File: src/rtl/spi_adc_responder.sv
`default_nettype none
// ============================================================================
// Module   : spi_adc_responder
// Purpose  : SPI responder that emulates an ADCS7476-style 12-bit ADC,
//            including the power-down/power-up frame protocol.
// Revision : 1.0
// ============================================================================
module spi_adc_responder #(
    parameter int DATA_BITS    = 12,
    parameter int LEAD_ZEROS   = 4,
    parameter int SYNC_STAGES  = 2,
    parameter int PD_MIN_EDGES = 2,
    parameter int PD_MAX_EDGES = 10
) (
    input  logic                 sysclk,
    input  logic                 rst_n,
    input  logic                 spi_sclk,
    input  logic                 spi_cs_n,
    output logic                 spi_sdata_o,
    output logic                 spi_sdata_t,
    input  logic [DATA_BITS-1:0] sample_data,
    input  logic                 sample_valid,
    output logic                 powered_up,
    output logic                 frame_done,
    output logic                 frame_data_valid,
    output logic [4:0]           frame_edges,
    output logic                 pd_entered,
    output logic                 stale
);

    localparam int FRAME_BITS = LEAD_ZEROS + DATA_BITS;

    typedef enum logic [1:0] {
        ST_IDLE  = 2'd0,
        ST_SHIFT = 2'd1,
        ST_TAIL  = 2'd2
    } state_t;

    logic [SYNC_STAGES-1:0] r_sclk_sync;
    logic [SYNC_STAGES-1:0] r_cs_sync;
    logic                   r_sclk_d;
    logic                   r_cs_d;
    logic [SYNC_STAGES:0]   r_settle;
    logic                   r_armed;

    state_t                 r_state;
    logic [FRAME_BITS-1:0]  r_shift;
    logic [4:0]             r_edges;
    logic                   r_fdv_next;
    logic [DATA_BITS-1:0]   r_hold;
    logic                   r_fresh;

    logic                   w_sclk_fall;
    logic                   w_cs_fall;
    logic                   w_cs_rise;
    logic [FRAME_BITS-1:0]  w_frame_word;

    assign w_sclk_fall  = r_sclk_d & ~r_sclk_sync[SYNC_STAGES-1];
    assign w_cs_fall    = r_cs_d & ~r_cs_sync[SYNC_STAGES-1];
    assign w_cs_rise    = ~r_cs_d & r_cs_sync[SYNC_STAGES-1];
    assign w_frame_word = powered_up ? {{LEAD_ZEROS{1'b0}}, r_hold} : '0;

    // Synchronizers reset high, so arming waits until the chain has flushed
    // real pin samples; otherwise a CS_N held low through reset looks like a fall.
    always_ff @(posedge sysclk or negedge rst_n) begin
        if (!rst_n) begin
            r_sclk_sync <= '1;
            r_cs_sync   <= '1;
            r_sclk_d    <= 1'b1;
            r_cs_d      <= 1'b1;
            r_settle    <= '0;
            r_armed     <= 1'b0;
        end else begin
            r_sclk_sync <= {r_sclk_sync[SYNC_STAGES-2:0], spi_sclk};
            r_cs_sync   <= {r_cs_sync[SYNC_STAGES-2:0], spi_cs_n};
            r_sclk_d    <= r_sclk_sync[SYNC_STAGES-1];
            r_cs_d      <= r_cs_sync[SYNC_STAGES-1];
            r_settle    <= {r_settle[SYNC_STAGES-1:0], 1'b1};
            if (r_settle[SYNC_STAGES] && r_cs_sync[SYNC_STAGES-1])
                r_armed <= 1'b1;
        end
    end

    always_ff @(posedge sysclk or negedge rst_n) begin
        if (!rst_n) begin
            r_state          <= ST_IDLE;
            r_shift          <= '0;
            r_edges          <= '0;
            r_fdv_next       <= 1'b0;
            r_hold           <= '0;
            r_fresh          <= 1'b0;
            spi_sdata_o      <= 1'b0;
            spi_sdata_t      <= 1'b1;
            powered_up       <= 1'b0;
            frame_done       <= 1'b0;
            frame_data_valid <= 1'b0;
            frame_edges      <= '0;
            pd_entered       <= 1'b0;
            stale            <= 1'b0;
        end else begin
            frame_done <= 1'b0;
            pd_entered <= 1'b0;
            stale      <= 1'b0;

            if (sample_valid) begin
                r_hold  <= sample_data;
                r_fresh <= 1'b1;
            end

            case (r_state)
                ST_IDLE: begin
                    if (r_armed && w_cs_fall) begin
                        r_state     <= ST_SHIFT;
                        r_shift     <= w_frame_word;
                        r_fdv_next  <= powered_up;
                        r_edges     <= '0;
                        spi_sdata_o <= w_frame_word[FRAME_BITS-1];
                        spi_sdata_t <= 1'b0;
                        stale       <= ~r_fresh;
                        if (!sample_valid)
                            r_fresh <= 1'b0;
                    end
                end
                ST_SHIFT, ST_TAIL: begin
                    if (w_cs_rise) begin
                        r_state     <= ST_IDLE;
                        spi_sdata_o <= 1'b0;
                        spi_sdata_t <= 1'b1;
                        frame_done  <= 1'b1;
                        frame_edges <= r_edges;
                        // Short frames never deliver a complete sample.
                        if (r_edges >= 5'(PD_MAX_EDGES)) begin
                            if (!powered_up) begin
                                powered_up       <= 1'b1;
                                frame_data_valid <= 1'b0;
                            end else begin
                                frame_data_valid <= r_fdv_next;
                            end
                        end else begin
                            frame_data_valid <= 1'b0;
                            if (r_edges >= 5'(PD_MIN_EDGES) && powered_up) begin
                                powered_up <= 1'b0;
                                pd_entered <= 1'b1;
                            end
                        end
                    end else if (w_sclk_fall) begin
                        if (r_edges != 5'(FRAME_BITS))
                            r_edges <= r_edges + 5'd1;
                        if (r_state == ST_SHIFT) begin
                            if (r_edges < 5'(FRAME_BITS - 1)) begin
                                r_shift     <= r_shift << 1;
                                spi_sdata_o <= r_shift[FRAME_BITS-2];
                            end else begin
                                spi_sdata_o <= 1'b0;
                                spi_sdata_t <= 1'b1;
                                r_state     <= ST_TAIL;
                            end
                        end
                    end
                end
                default: r_state <= ST_IDLE;
            endcase
        end
    end

endmodule
`default_nettype wire
File: config.mk
export PLATFORM = sky130hd
export DESIGN_NAME = spi_adc_responder
export DESIGN_NICKNAME = d
export VERILOG_FILES = /design/src/rtl/spi_adc_responder.sv
export SDC_FILE = /design/constraint.sdc
export NUM_CORES = 1
export LEC_CHECK = 0
export CAP_MARGIN = 5
export CORE_MARGIN = 2
export CORE_UTILIZATION = 55
export CTS_CLUSTER_SIZE = 12
export DETAILED_ROUTE_END_ITERATION = 10
export GPL_TIMING_DRIVEN = 0
export MAX_ROUTING_LAYER = met4
export PLACE_DENSITY = 0.77
export SLEW_MARGIN = 20
export SYNTH_ARGS = -nofsm -noshare
export SYNTH_HDL_FRONTEND = slang
export SYNTH_SLANG_ARGS = --single-unit
export TNS_END_PERCENT = 30
File: constraint.sdc
create_clock -name sysclk -period 5.7 [get_ports sysclk]
set_input_delay 0.855 -clock sysclk [delete_from_list [all_inputs] [get_ports sysclk]]
set_output_delay 0.855 -clock sysclk [all_outputs]
set_load 0.02 [all_outputs]
==> impl_results.rst <==
.. list-table::
   :header-rows: 1

   * - Metric
     - Value
   * - Share of flip-flops with an asynchronous set or reset
     - 100%
   * - First DRT Iteration DRCs
     - 68
   * - Launching element of the worst setup path
     - powered_up
   * - Vias post-DR
     - 1723
   * - Number of antenna violations at the first check in global routing
     - 0
   * - Share of power burned in the clock network
     - 28.0%
   * - P_sw
     - 0.000362 W
   * - Max stage delay on crit path
     - 0.66 ns
   * - Number of enable-type register cells in the synthesized netlist
     - 0
   * - Synth top area share
     - 49.3%
   * - Dominant cells by area after synthesis
     - sky130_fd_sc_hd__dfrtp_1, sky130_fd_sc_hd__mux2_2, sky130_fd_sc_hd__dfstp_2, sky130_fd_sc_hd__mux2_4, sky130_fd_sc_hd__a22o_1
   * - Share of power burned in combinational logic
     - 28.3%
   * - HPWL after detailed placement
     - 3.09 mm
   * - Avg Inst Size Synth
     - 12.4 sq um
   * - Inserted Clock Buffers
     - 9
   * - CP delay by family, top
     - buffers and inverters
   * - Buffers on Ports
     - 28
   * - Number of DRC violations after detailed routing
     - 0
   * - Cell variety after synth
     - 37
   * - Final worst hold slack
     - 0.349 ns
   * - Signal arrival time at the worst endpoint
     - 1.48 ns
   * - Final Max Slew Viols
     - 0
   * - Post-cts repair resize count
     - 0
   * - I/O pin count
     - 29
   * - Area growth, synth to finish
     - 19.4%
   * - Worst-path maximum fanout
     - 7
   * - Largest voltage drop on the vdd net
     - 0.000192 V
   * - Horizontal extent of the die
     - 72.6 um
   * - Logic depth of the worst register-to-register path
     - 6
   * - Fill cell instance count of the final layout
     - 349
   * - Global-route wire length before repair
     - 7.94 mm
   * - Average wire per cell in the routed design
     - 15.0 um
   * - Ant diodes
     - 0
   * - Worst max-slew margin expressed relative to the limit
     - 53.9%
   * - Mapped Nets
     - 233
   * - Netlist Area Pre-Place
     - 2590 sq um
   * - Clock-pin slew on the worst setup and hold paths
     - 0.06 ns
   * - Warnings from Yosys
     - 0
   * - Max stage delay cell, worst path
     - sky130_fd_sc_hd__clkdlybuf4s50_1
   * - Post-CTS setup repair buffer count
     - 0
   * - DRT antenna net count
     - 0
   * - Cell depth of the worst setup path
     - 1
   * - Type of the worst min-delay path
     - reg2reg
   * - Sum of negative setup slack
     - 0 ns
   * - Run status
     - finished, final reports clean
   * - Int Power
     - 0.000756 W
   * - Total Wirelength
     - 4.58 mm
   * - Type of origin of the critical path
     - flip-flop
   * - Minimum period implied by the final worst setup slack
     - 2.34 ns
   * - Pin slew with the least headroom to its limit
     - 0.691 ns
   * - LEAKAGE
     - 1.37 nW
   * - Endpoint of the most critical setup path
     - powered_up
   * - Clock tree from TritonCTS
     - done
   * - Worst-case setup slack after placement
     - 3.26 ns
   * - Cell row count
     - 24
   * - Cell taking the most area after synthesis
     - sky130_fd_sc_hd__dfrtp_1
   * - Clock root buffer
     - sky130_fd_sc_hd__clkbuf_8
   * - Min setup slack post-route
     - 3.36 ns
   * - Hold-fix buffers, CTS
     - 0
   * - Worst Setup Path Type
     - reg2out
   * - Fraction of final layout cells sized beyond drive strength 1
     - 20.9%
   * - Fraction of the yosys area taken by sequential cells
     - 56.4%
   * - Number of endpoints with negative hold slack in the final report
     - 0
   * - Number of nets at the end of the flow
     - 272
   * - First-pass iteration count of the detailed router
     - 4
   * - End of the worst register-to-register path
     - r_edges[1]
   * - TritonCTS Sinks
     - 58
   * - CTS Buffer Depth
     - 2
   * - Maximum achievable frequency
     - 0.428 GHz
   * - Ratio of total power to cell area
     - 362 nW/um^2
   * - Via count of the first global-routing pass
     - 1723
   * - Launch instance of the worst register-to-register path
     - r_state[0]
   * - R2R setup slack
     - 3.61 ns
   * - Top_reg_cell synth
     - sky130_fd_sc_hd__dfrtp_1
   * - Cells after Synth
     - 209
   * - Number of flip-flops and latches in the synthesized netlist
     - 58
   * - Die ar.
     - 5270 sq um
   * - Average via count per standard cell
     - 5.65
   * - Required time at the endpoint of the critical path
     - 4.85 ns
   * - Share of the cycle needed by the critical path after routing
     - 41.0%
   * - Number of H-tree branching levels
     - 3
   * - Pin count of the biggest net entering global routing
     - 59
   * - Buffers plus inverters on the worst setup path
     - 1
   * - Latest clock arrival within the worst-skew pair
     - 0.32 ns
   * - GRT Total Usage
     - 20.7%
   * - Total setup violations reported at the end of the flow
     - 0
   * - End-of-flow core utilization
     - 69.5%
   * - Initial standard-cell utilization of the core
     - 58.2%
   * - Cells along the critical path
     - clkdlybuf4s50_1
   * - Overall power consumption
     - 0.00112 W
   * - Sw Share
     - 32.4%
   * - Setup Skew
     - 0.00477 ns
   * - Global placer's final weighted congestion
     - 0.814
   * - Overflow after GRT
     - 0
   * - Sequential group share of total power
     - 43.7%
   * - Endpoint kind of the worst setup timing path
     - output pin
   * - Unrepaired setup endpoints after global routing
     - no
   * - Height of the die
     - 72.6 um
   * - Max-cap violations
     - 0
   * - Core ar.
     - 4440 sq um
cells in the final DEF, fill, tap and decap left out, drive strengths merged:
| cell type | instances |
|---|---|
| o31a | 1 |
| o211ai | 6 |
| nand3 | 6 |
| ha | 7 |
| or2 | 1 |
| conb | 1 |
| nor4b | 1 |
| o31ai | 6 |
| a21o | 4 |
| o32a | 1 |
| a22o | 10 |
| nand2 | 16 |
| nor3 | 1 |
| a32o | 1 |
| buf | 5 |
| nand3b | 4 |
| dfstp | 7 |
| nor2b | 2 |
| o311ai | 2 |
| nand4b | 1 |
| mux2 | 27 |
| inv | 8 |
| clkdlybuf4s50 | 27 |
| dfrtp | 51 |
| o21ai | 13 |
| a41oi | 1 |
| clkbuf | 25 |
| nor2 | 6 |
| a21oi | 6 |
| nand2b | 2 |
| and3b | 1 |
| nor4 | 1 |
| a31o | 1 |
| or3 | 1 |
stage by stage:
stage,area [sq um],instances
3_3_place_gp,2930,289
2_1_floorplan,2590,209
5_1_grt,3090,305
3_5_place_dp,2930,289
4_1_cts,3090,305
6_report,3090,305
worst min path at each step:
stage	end	slack, ns	depth (start not counted)	startpoint
2_1_floorplan	r_settle[1]	0.33	0	r_settle[0]
3_3_place_gp	r_settle[1]	0.33	0	r_settle[0]
3_5_place_dp	r_settle[2]	0.34	0	r_settle[1]
4_1_cts	r_settle[2]	0.35	0	r_settle[1]
5_1_grt	r_settle[2]	0.36	0	r_settle[1]
6_report	r_settle[2]	0.35	0	r_settle[1]
layout make-up:
type / instances / area [sq um] / share of cell area (%)
flip-flops and latches: 58 / 1460 / 47.2
multi-input cells: 130 / 1020 / 33.2
repair buffers: 28 / 278 / 8.99
clock buffers: 16 / 160 / 5.18
plain buffers: 13 / 72.6 / 2.35
well taps: 52 / 65.1 / 2.11
inverters: 8 / 30.0 / 0.972
kinds of logic after synthesis:
group	count (synthesis)	share of synthesized area (%)
compound gates	52	15.0
fa+ha+maj	7	3.38
buf+inv	21	3.96
flops	58	56.4
mux	27	12.6
other cells	1	0.145
simple gates	43	8.41
state kept, by name (all words and copies together) (netlist names):
name and cells:
r_fdv_next 1, spi_sdata_t 1, frame_edges 5, r_armed 1
r_settle 3, r_sclk_d 1, r_state 2, spi_sdata_o 1
stale 1, r_cs_d 1, r_edges 5, r_fresh 1
r_hold 12, r_shift 15, frame_done 1, r_cs_sync 2
powered_up 1, frame_data_valid 1, pd_entered 1, r_sclk_sync 2
power groups by stage:
stage	clock network [W]	logic (W)	registers, W
finish	0.000313	0.000317	0.000489
CTS	0.000323	0.000317	0.000489
global placement	0	0.000306	0.000494
global route	0.000345	0.000349	0.000493
detailed placement	0	0.000313	0.000496
floorplan	0	0.000203	0.000505
routing by layer:
layer / vias up / track usage, % / wire length [um]
met1: 854 / 25.9 / 2130
met3: 4 / 6.22 / 170
met2: 38 / 31.5 / 2260
met5: - / - / 0
met4: 0 / 8.85 / 23
li1: 827 / - / -
Yosys cell counts (all sizes together) (4+ instances only):
master / n
mux2: 27
nand2: 16
o21ai: 13
clkbuf: 9
a21oi: 6
dfrtp: 51
dfstp: 7
a21o: 4
nand3b: 4
inv: 8
nor2: 6
buf: 4
ha: 7
o31ai: 6
nand3: 6
a22o: 10
o211ai: 6
Power figures use the tool's default switching activity.
==> RTL edit (config.mk and constraints unchanged) <==
Register the output `powered_up` once more, with the module's reset; this adds one clock of latency there. The other outputs are not delayed to match.
--- a/src/rtl/spi_adc_responder.sv
+++ b/src/rtl/spi_adc_responder.sv
@@ -36,6 +36,8 @@
         ST_TAIL  = 2'd2
     } state_t;
 
+    logic powered_up_s0;
+
     logic [SYNC_STAGES-1:0] r_sclk_sync;
     logic [SYNC_STAGES-1:0] r_cs_sync;
     logic                   r_sclk_d;
@@ -58,7 +60,7 @@
     assign w_sclk_fall  = r_sclk_d & ~r_sclk_sync[SYNC_STAGES-1];
     assign w_cs_fall    = r_cs_d & ~r_cs_sync[SYNC_STAGES-1];
     assign w_cs_rise    = ~r_cs_d & r_cs_sync[SYNC_STAGES-1];
-    assign w_frame_word = powered_up ? {{LEAD_ZEROS{1'b0}}, r_hold} : '0;
+    assign w_frame_word = powered_up_s0 ? {{LEAD_ZEROS{1'b0}}, r_hold} : '0;
 
     // Synchronizers reset high, so arming waits until the chain has flushed
     // real pin samples; otherwise a CS_N held low through reset looks like a fall.
@@ -91,7 +93,7 @@
             r_fresh          <= 1'b0;
             spi_sdata_o      <= 1'b0;
             spi_sdata_t      <= 1'b1;
-            powered_up       <= 1'b0;
+            powered_up_s0    <= 1'b0;
             frame_done       <= 1'b0;
             frame_data_valid <= 1'b0;
             frame_edges      <= '0;
@@ -112,7 +114,7 @@
                     if (r_armed && w_cs_fall) begin
                         r_state     <= ST_SHIFT;
                         r_shift     <= w_frame_word;
-                        r_fdv_next  <= powered_up;
+                        r_fdv_next  <= powered_up_s0;
                         r_edges     <= '0;
                         spi_sdata_o <= w_frame_word[FRAME_BITS-1];
                         spi_sdata_t <= 1'b0;
@@ -130,16 +132,16 @@
                         frame_edges <= r_edges;
                         // Short frames never deliver a complete sample.
                         if (r_edges >= 5'(PD_MAX_EDGES)) begin
-                            if (!powered_up) begin
-                                powered_up       <= 1'b1;
+                            if (!powered_up_s0) begin
+                                powered_up_s0    <= 1'b1;
                                 frame_data_valid <= 1'b0;
                             end else begin
                                 frame_data_valid <= r_fdv_next;
                             end
                         end else begin
                             frame_data_valid <= 1'b0;
-                            if (r_edges >= 5'(PD_MIN_EDGES) && powered_up) begin
-                                powered_up <= 1'b0;
+                            if (r_edges >= 5'(PD_MIN_EDGES) && powered_up_s0) begin
+                                powered_up_s0 <= 1'b0;
                                 pd_entered <= 1'b1;
                             end
                         end
@@ -163,5 +165,13 @@
         end
     end
 
+    always_ff @(posedge sysclk or negedge rst_n) begin
+        if (!rst_n) begin
+            powered_up <= '0;
+        end else begin
+            powered_up <= powered_up_s0;
+        end
+    end
+
 endmodule
 `default_nettype wire
Behaviour: no difference found for any inputs over 10 cycles, from zero or initial values and one cycle with rst_n low; that may be too few to reach the edited logic, so the function may still have changed.
==> RTL edit against the unedited design <==
Final area is 2.4% higher; critical endpoint is now spi_sdata_t; routed wire length increased by 1.5%; setup slack worse by 0.0029 ns; total power up 8.4%; worst hold slack got worse by 0.00089 ns; maximum frequency fell by 0.12%; synthesized cell count grew 0.48%; sequential cell count is 1 higher; largest power group unchanged; synthesized area grew 0.97%.
==> RTL edit: results (changes against the unedited design) <==
.. list-table::
   :header-rows: 1

   * - Metric
     - Value
   * - Status
     - complete, no violations
   * - Routability congestion estimate from global placement
     - 0.8596 (+5.6%)
   * - Most common library cells after synthesis
     - sky130_fd_sc_hd__dfrtp_1, sky130_fd_sc_hd__mux2_2, sky130_fd_sc_hd__nand2_1
   * - Nets in the synthesized netlist
     - 234 (+0.43%)
   * - Sequential cell area fraction in the yosys report
     - 0.5685 (+0.004173)
   * - Slew @ Worst Pin
     - 0.7094 ns (+0.01825 ns)
   * - Maximum number of pins on one net before global-route repair
     - 60 (+1.7%)
   * - Initial drt markers
     - 152 (+120%)
   * - Final Net Count
     - 273 (+0.37%)
   * - Proportion of synthesized area in mux cells
     - 0.1250 (-0.001209)
   * - Number of global-route vias before repair
     - 1742 (+1.1%)
   * - Cell area reported after detailed placement
     - 0.002958 mm² (+0.94%)
   * - Overall track demand over capacity in global routing
     - 0.2053 (-0.002080)
   * - Critical path fanouts, max
     - 3 (-4)
   * - Worst IR Drop VDD
     - 0.0002426 V (+26%)
   * - Avg Vias per Cell
     - 5.633 (-0.28%)
   * - Compound-Gate Fraction of Synth Area
     - 0.1489 (-0.001440)
   * - P_int
     - 835.7 µW (+11%)
   * - Number of remaining DRC errors
     - 0 (unchanged)
   * - Worst setup timing slack at the placement stage
     - 3.224 ns (-0.03263 ns)
   * - Post-detailed-placement half-perimeter wirelength
     - 3.202 mm (+3.6%)
   * - Setup Skew
     - 0.008636 ns (+0.003870 ns)
   * - Area contributors post-synth
     - sky130_fd_sc_hd__dfrtp_1, sky130_fd_sc_hd__mux2_2, sky130_fd_sc_hd__dfstp_2, sky130_fd_sc_hd__mux2_4, sky130_fd_sc_hd__a22o_1
   * - Global-route wire length before repair
     - 7.893 mm (-0.60%)
   * - Average wire per standard cell
     - 15.08 µm (+0.52%)
   * - Ratio of cells with drive above 1 in the final layout
     - 0.2283 (+0.01886)
   * - Number of antenna violations at the first check in global routing
     - 0 (unchanged)
   * - Static leakage
     - 1.412 nW (+3.3%)
## RTL edit: stage by stage
stage	cells	util
floorplan	210	-
global placement	292	0.6352
detailed placement	292	0.6346
CTS	308	0.6792
global route	308	0.6792
finish	308	0.6792
## RTL edit: power groups by stage
stage               sequential, mW  combinational [mW]  clock (mW)
global route                 0.502               0.344       0.426
global placement             0.502               0.306           0
floorplan                    0.513               0.203           0
detailed placement           0.504               0.313           0
finish                       0.496               0.315       0.402
CTS                          0.497               0.314       0.409
## RTL edit: area by class of cell
cell class	instances	area [µm²]
sequential	59	1485
clock buffer	10	127.6
multi-input combinational	130	1025
inverter	8	30.03
timing repair buffer	28	277.8
buffer	13	72.57
fill	347	1495
clock inverter	6	80.08
tap	54	67.56
## RTL edit: logic make-up (layout without fill, tap and decap cells)
kind of cell	Yosys count	after routing
adders and majority gates	7	7
muxes	27	27
and+or+nand+nor	43	43
AOI/OAI and AO/OA	52	52
DFF	59	59
buffers and inverters	21	65
other	1	1
## RTL edit: worst paths after layout
kind                             startpoint     endpoint  slack [ns]  cells past startpoint
worst max-delay path            spi_sdata_t  spi_sdata_t        3.36                      1
worst min-delay path            r_settle[1]  r_settle[2]        0.35                      0
worst max register to register   r_state[0]   r_edges[1]        3.60                      6
worst min register to register  r_settle[1]  r_settle[2]        0.35                      0
max in group asynchronous             rst_n   r_edges[0]        4.65                      1
min in group asynchronous             rst_n      r_fresh        0.59                      1
## RTL edit: routing by layer
metal	up-vias	track usage	routed length (µm)
met2	47	0.3091	2254
met3	7	0.07873	221
met1	844	0.2539	2083
met4	0	0.07407	85
met5	-	-	0
li1	837	-	-
